File: src/rtl/pc_stack_unit.sv
// ----------------------------------------------------------------------------
// pc_stack_unit
//   Program-counter sequencer with an optional circular return-address stack.
//   Next-PC modes: SEQ (pc+STEP), BRANCH (pc+signed offset), JUMP (target),
//   CALL (push pc+STEP, go to target), RET (pop into pc). Codes 5-7 act as SEQ.
//
//   Build option: define PC_RAS_EN to include the return-address stack.
//   Without it, CALL acts as JUMP, RET acts as SEQ and the stack flags are
//   tied to their empty/no-error values.
//
// Ports
//   clk        in   rising-edge clock
//   rst_n      in   synchronous active-low reset (priority over everything)
//   stall      in   1 holds PC, stack contents, occupancy and error flag
//   sel[2:0]   in   next-PC mode
//   offset     in   signed branch displacement (WIDTH)
//   target     in   absolute JUMP/CALL address (WIDTH)
//   pc_count   out  registered current PC
//   pc_plus    out  pc_count + STEP (combinational)
//   ras_full   out  stack holds RAS_DEPTH entries
//   ras_empty  out  stack holds no entries
//   ras_err    out  sticky overflow/underflow flag
// ----------------------------------------------------------------------------
module pc_stack_unit #(
    parameter int unsigned           WIDTH        = 16,
    parameter int unsigned           STEP         = 2,
    parameter int unsigned           RAS_DEPTH    = 4,
    parameter logic [WIDTH-1:0]      RESET_VECTOR = '0
) (
    input  logic             clk,
    input  logic             rst_n,
    input  logic             stall,
    input  logic [2:0]       sel,
    input  logic [WIDTH-1:0] offset,
    input  logic [WIDTH-1:0] target,
    output logic [WIDTH-1:0] pc_count,
    output logic [WIDTH-1:0] pc_plus,
    output logic             ras_full,
    output logic             ras_empty,
    output logic             ras_err
);

    typedef enum logic [2:0] {
        SEL_SEQ    = 3'd0,
        SEL_BRANCH = 3'd1,
        SEL_JUMP   = 3'd2,
        SEL_CALL   = 3'd3,
        SEL_RET    = 3'd4
    } sel_e;

    localparam logic [WIDTH-1:0] STEP_W = WIDTH'(STEP);

    logic [WIDTH-1:0] r_pc;
    logic [WIDTH-1:0] w_pc_plus;
    logic [WIDTH-1:0] w_next_pc;
    sel_e             w_sel;

    assign w_sel     = sel_e'(sel);
    assign w_pc_plus = r_pc + STEP_W;
    assign pc_count  = r_pc;
    assign pc_plus   = w_pc_plus;

`ifdef PC_RAS_EN
    localparam int unsigned PW = $clog2(RAS_DEPTH);
    localparam int unsigned CW = PW + 1;
    localparam logic [CW-1:0] DEPTH_C = CW'(RAS_DEPTH);

    logic [WIDTH-1:0] r_stack [RAS_DEPTH];
    logic [PW-1:0]    r_wp;      // next write slot; r_wp-1 is top of stack
    logic [CW-1:0]    r_occ;
    logic             r_err;
    logic [PW-1:0]    w_top;
    logic             w_push;
    logic             w_pop;
    logic             w_under;
    logic             w_full;
    logic             w_empty;

    assign w_top   = r_wp - PW'(1);
    assign w_full  = (r_occ == DEPTH_C);
    assign w_empty = (r_occ == '0);

    always_comb begin
        w_next_pc = w_pc_plus;
        w_push    = 1'b0;
        w_pop     = 1'b0;
        w_under   = 1'b0;
        case (w_sel)
            SEL_BRANCH: w_next_pc = r_pc + offset;
            SEL_JUMP:   w_next_pc = target;
            SEL_CALL: begin
                w_next_pc = target;
                w_push    = 1'b1;
            end
            SEL_RET: begin
                if (!w_empty) begin
                    w_next_pc = r_stack[w_top];
                    w_pop     = 1'b1;
                end else begin
                    w_under = 1'b1;
                end
            end
            default: w_next_pc = w_pc_plus;
        endcase
    end

    always_ff @(posedge clk) begin
        if (!rst_n) begin
            r_pc  <= RESET_VECTOR;
            r_wp  <= '0;
            r_occ <= '0;
            r_err <= 1'b0;
        end else if (!stall) begin
            r_pc <= w_next_pc;
            if (w_push) begin
                // When full, the write slot wraps onto the oldest entry, so
                // advancing the pointer alone implements the overwrite.
                r_wp <= r_wp + PW'(1);
                if (w_full) r_err <= 1'b1;
                else        r_occ <= r_occ + CW'(1);
            end else if (w_pop) begin
                r_wp  <= w_top;
                r_occ <= r_occ - CW'(1);
            end else if (w_under) begin
                r_err <= 1'b1;
            end
        end
    end

    // Stack contents are not reset; occupancy guards every read.
    always_ff @(posedge clk) begin
        if (rst_n && !stall && w_push) begin
            r_stack[r_wp] <= w_pc_plus;
        end
    end

    assign ras_full  = w_full;
    assign ras_empty = w_empty;
    assign ras_err   = r_err;
`else
    always_comb begin
        w_next_pc = w_pc_plus;
        case (w_sel)
            SEL_BRANCH: w_next_pc = r_pc + offset;
            SEL_JUMP:   w_next_pc = target;
            SEL_CALL:   w_next_pc = target;
            default:    w_next_pc = w_pc_plus;
        endcase
    end

    always_ff @(posedge clk) begin
        if (!rst_n) begin
            r_pc <= RESET_VECTOR;
        end else if (!stall) begin
            r_pc <= w_next_pc;
        end
    end

    assign ras_full  = 1'b0;
    assign ras_empty = 1'b1;
    assign ras_err   = 1'b0;
`endif

endmodule

File: config.mk
export PLATFORM = sky130hd
export DESIGN_NAME = pc_stack_unit
export DESIGN_NICKNAME = d
export VERILOG_FILES = /design/src/rtl/pc_stack_unit.sv
export SDC_FILE = /design/constraint.sdc
export NUM_CORES = 1
export LEC_CHECK = 0
export ABC_AREA = 1
export BUFFER_PORTS_ARGS = -buffer_cell sky130_fd_sc_hd__buf_2
export CAP_MARGIN = 40
export CORE_MARGIN = 5
export CORE_UTILIZATION = 46
export CTS_CLUSTER_SIZE = 24
export DETAILED_ROUTE_END_ITERATION = 12
export PLACE_DENSITY = 0.77
export SYNTH_ARGS = -nofsm -noshare
export SYNTH_HDL_FRONTEND = slang
export SYNTH_SLANG_ARGS = --single-unit
export TNS_END_PERCENT = 100
File: constraint.sdc
create_clock -name clk -period 1.8 [get_ports clk]
set_input_delay 0.45 -clock clk [delete_from_list [all_inputs] [get_ports clk]]
set_output_delay 0.45 -clock clk [all_outputs]
set_load 0.1 [all_outputs]
# Word level (Yosys, flattened, before mapping)
# Cells that the tools add are included.
[word_totals]
register_bits = 16
output_inout_bits = 35
elab_cells = 8
[classes]
n_addsub = 2
eq_ne = 3
muxes = 1
reduce_logical = 1
[op_table]
columns = ["operator", "n"]
rows = [
  ["$pmux 16 s2", 1],
  ["$add 16x16->16", 1],
  ["$add 16x2->16 const B", 1],
  ["$eq 3x2->1 const B", 2],
  ["$eq 3x1->1 const B", 1],
  ["$reduce_or 2->1", 1],
]

# Longest topological paths before layout
[logic_depth]
depth_word = 3
ltp_mapped = 11
mapped_depth_nobuf = 11

# Worst setup path before layout
# Ideal clock, no wire load.
[synth_timing]
path_type = "register to output"
startpoint = "reg r_pc[1], in the netlist pc_count[1]"
endpoint = "out pc_plus[10]"
arrival_ns = 3.712
required_time_ns = 1.350
slack_ns = -2.362
path_stages_with_launch = 5
n_path_buf = 0
cell_sequence = "dfxtp_1 inv_1 nor2_1 nand3_1 xor2_1"
[synth_between]
elab_chain_cells = 1
[synth_rtl]
columns = ["item", "line_no", "source"]
rows = [
  ["start: declaration", "53", "logic [WIDTH-1:0] r_pc;"],
  ["start signal: assignment", "155", "r_pc <= w_next_pc;"],
  ["$add 16x2->16", "59", "assign w_pc_plus = r_pc + STEP_W;"],
  ["end: declaration", "37", "output logic [WIDTH-1:0] pc_plus,"],
]
# Every way passes these cells.

# Final worst setup path
[layout_timing]
startpoint = "reg r_pc[2], in the netlist pc_count[2]"
endpoint = "out pc_plus[5]"
# Same word-level chain as after synthesis.

==> impl_metrics.env <==
export IMPL_ioPinCount=73
export IMPL_core_rowCount=24
export IMPL_synth_seq_cells=16
export IMPL_setup_ws_ns=-0.2200
export IMPL_die_w_um=78.14
export IMPL_cts_tree="built"
export IMPL_die_h_um=78.14
export IMPL_grt_pass1_vias=2604
export IMPL_status="finished, violations left"
export IMPL_finClkSkew_ns=0.003473
export IMPL_vias=2695
export IMPL_placed_cell_area_um2=3078
export IMPL_reg2regPathDepth=8
export IMPL_hold_class="in2reg"
export IMPL_dieArea_um2=6106
export IMPL_postCtsHoldBufs=0
export IMPL_yosysSeqAreaShare_pct=15.00
export IMPL_maxCapViolCount=0
export IMPL_firstDrtPassIters=5
export IMPL_r2r_start="pc_count[2]"
export IMPL_cp_arrival_ns=1.57
export IMPL_r2r_end="pc_count[5]"
export IMPL_dp_slack_ns=-0.2036
export IMPL_largest_reg_flops=16
export IMPL_worstHoldStart="target[0]"
export IMPL_worst_setup_path_type="reg2out"
export IMPL_setup_violations=12
export IMPL_rsz0062_at_grt="true"
export IMPL_peakVddDrop_v=0.0004371
export IMPL_setup_tns_final_ns=-1.919
export IMPL_grt_max_degree=17
export IMPL_viasPerCell=5.163
export IMPL_hpwlAfterDp_um=5552
export IMPL_wl_per_cell_um=13.49
export IMPL_root_buffer="clkbuf_8"
export IMPL_hold_violations=0
export IMPL_finalCritPeriodShare_pct=112.2
export IMPL_cts_sinks=16
export IMPL_yosysUniqueCellTypes=31
export IMPL_clockBufferDepth=2
export IMPL_final_cell_mix="123 x nand2_1, 60 x inv_1, 54 x buf_2, 30 x nand3_1, 25 x buf_4"
export IMPL_ys_warn_count=0
export IMPL_overflow=0
export IMPL_r2r_slack_ns=0.08
export IMPL_cp_max_fo=5
export IMPL_p_leak_nw=1.712
export IMPL_port_buffers=69
export IMPL_drive_gt1_share_pct=34.04
export IMPL_drcViolationCount=0
export IMPL_grt_antenna_before_repair=0
export IMPL_drt_initial_drc_count=161
export IMPL_ant_nets=0
export IMPL_grt_pass1_wl_um=11350
export IMPL_min_period_ns=2.020
export IMPL_cts_buffers=3
export IMPL_final_common_cell="nand2_1"
export IMPL_failed_checks="setup timing"
export IMPL_maxSlewViolCount=0
export IMPL_routabilityCongestion=0.8823
export IMPL_grt_usage_pct=22.52
export IMPL_required_ns=1.35
export IMPL_insertion_delay_ns=0.25
export IMPL_holdPathStages=3
export IMPL_worst_setup_path_start_kind="flop"
export IMPL_h_tree_depth=1
export IMPL_avgSynthCellArea_um2=5.621
export IMPL_fmax_mhz=495.0
export IMPL_syn_to_final_growth_pct=54.83
export IMPL_fin_nets=526
export IMPL_netlist_area_um2=2136
export IMPL_final_fill_count=369
export IMPL_whs_endpoint="pc_count[0]"
export IMPL_design_area_um2=3307
export IMPL_diodes=0
export IMPL_cts_reportedPaths_clkPinSlew_ns=0.06
export IMPL_start_util_pct=48.06
export IMPL_wirelength_um=7042
export IMPL_p_per_area_nw_per_um2=588.9
export IMPL_netlist_instances=380
export IMPL_core_um2=4444
export IMPL_worstSetupEndpointType="primary output"
==> logic make-up after synthesis <==
kind of cell / count (synthesis) / share of synthesized area (%)
xor+xnor: 10 / 4.804
other cells: 2 / 0.3516
flops: 16 / 15.00
compound gates: 45 / 11.25
simple gates: 218 / 44.00
fa+ha+maj: 17 / 10.31
buf+inv: 72 / 14.29
==> final cells by class <==
cell class	count	area, µm²	share of cell area (%)
clock buffer	4	45.04	1.362
inverter	61	232.7	7.037
multi-input combinational	293	1827	55.24
sequential	16	356.6	10.78
tap	52	65.06	1.967
timing repair buffer	96	780.7	23.61
==> worst max-delay path: stages, from the launching register on <==
cell and delay (ns):
dfxtp_4 0.38, ha_4 0.15, nand2_4 0.07, nor2_4 0.19
buf_12 0.14, xor2_4 0.19, buf_12 0.20
==> routing by layer <==
| metal | GRT usage, % | vias to the layer above | wire length (µm) |
|---|---|---|---|
| li1 | - | 1372 | - |
| met1 | 27.43 | 1222 | 2884 |
| met2 | 41.35 | 91 | 3656 |
| met3 | 3.661 | 10 | 410 |
| met4 | 5.245 | 0 | 90 |
| met5 | 0 | - | 0 |
==> timing repair <==
action	CTS	global route
endpoints found under the hold margin	0	0
buffers inserted	6	1
resized for setup	11	19
setup endpoints to repair	13	23
pin swaps	10	9
==> power breakdown <==
part	switching, W	total, W	internal, W	leakage [nW]
combinational	0.000830	0.00122	0.000392	1.55
sequential	0.0000570	0.000441	0.000384	0.140
clock	0.000127	0.000284	0.000157	0.0228
total	0.00101	0.00195	0.000933	1.71
==> Yosys cell counts, drive strengths merged <==
cell type | number | area share [%]
a21oi | 23 | 5.4
a31oi | 2 | 0.59
a41oi | 2 | 0.82
and2 | 3 | 0.88
buf | 7 | 2.5
clkbuf | 4 | 1.1
conb | 2 | 0.35
dfxtp | 16 | 15
fa | 1 | 0.94
ha | 16 | 9.4
inv | 61 | 11
nand2 | 136 | 24
nand3 | 34 | 8.0
nand3b | 2 | 0.70
nand4 | 7 | 2.1
nor2 | 29 | 6.3
nor3 | 3 | 0.94
o211ai | 2 | 0.70
o21ai | 16 | 3.7
or2 | 4 | 1.2
xnor2 | 2 | 1.5
xor2 | 8 | 3.3
==> per-stage QoR <==
stage	power (W)	util, %	cells	hold slack [ns]
floorplan	0.001290	-	381	0.5808
global placement	0.001598	69.26	512	0.5064
detailed placement	0.001615	69.26	512	0.5288
CTS	0.001922	72.10	521	0.4574
global route	0.002060	74.41	522	0.4609
finish	0.001947	74.41	522	0.4569
==> worst max-delay path by stage <==
| stage | startpoint | end | slack [ns] |
|---|---|---|---|
| after floorplan | pc_count[1] | pc_plus[12] | -0.82 |
| after global placement | offset[0] | pc_count[6] | -0.18 |
| final | pc_count[2] | pc_plus[5] | -0.22 |
| after global routing | pc_count[2] | pc_plus[5] | -0.27 |
| after detailed placement | offset[0] | pc_count[6] | -0.20 |
| after CTS | pc_count[1] | pc_plus[13] | -0.21 |
Power figures use the tool's default switching activity.
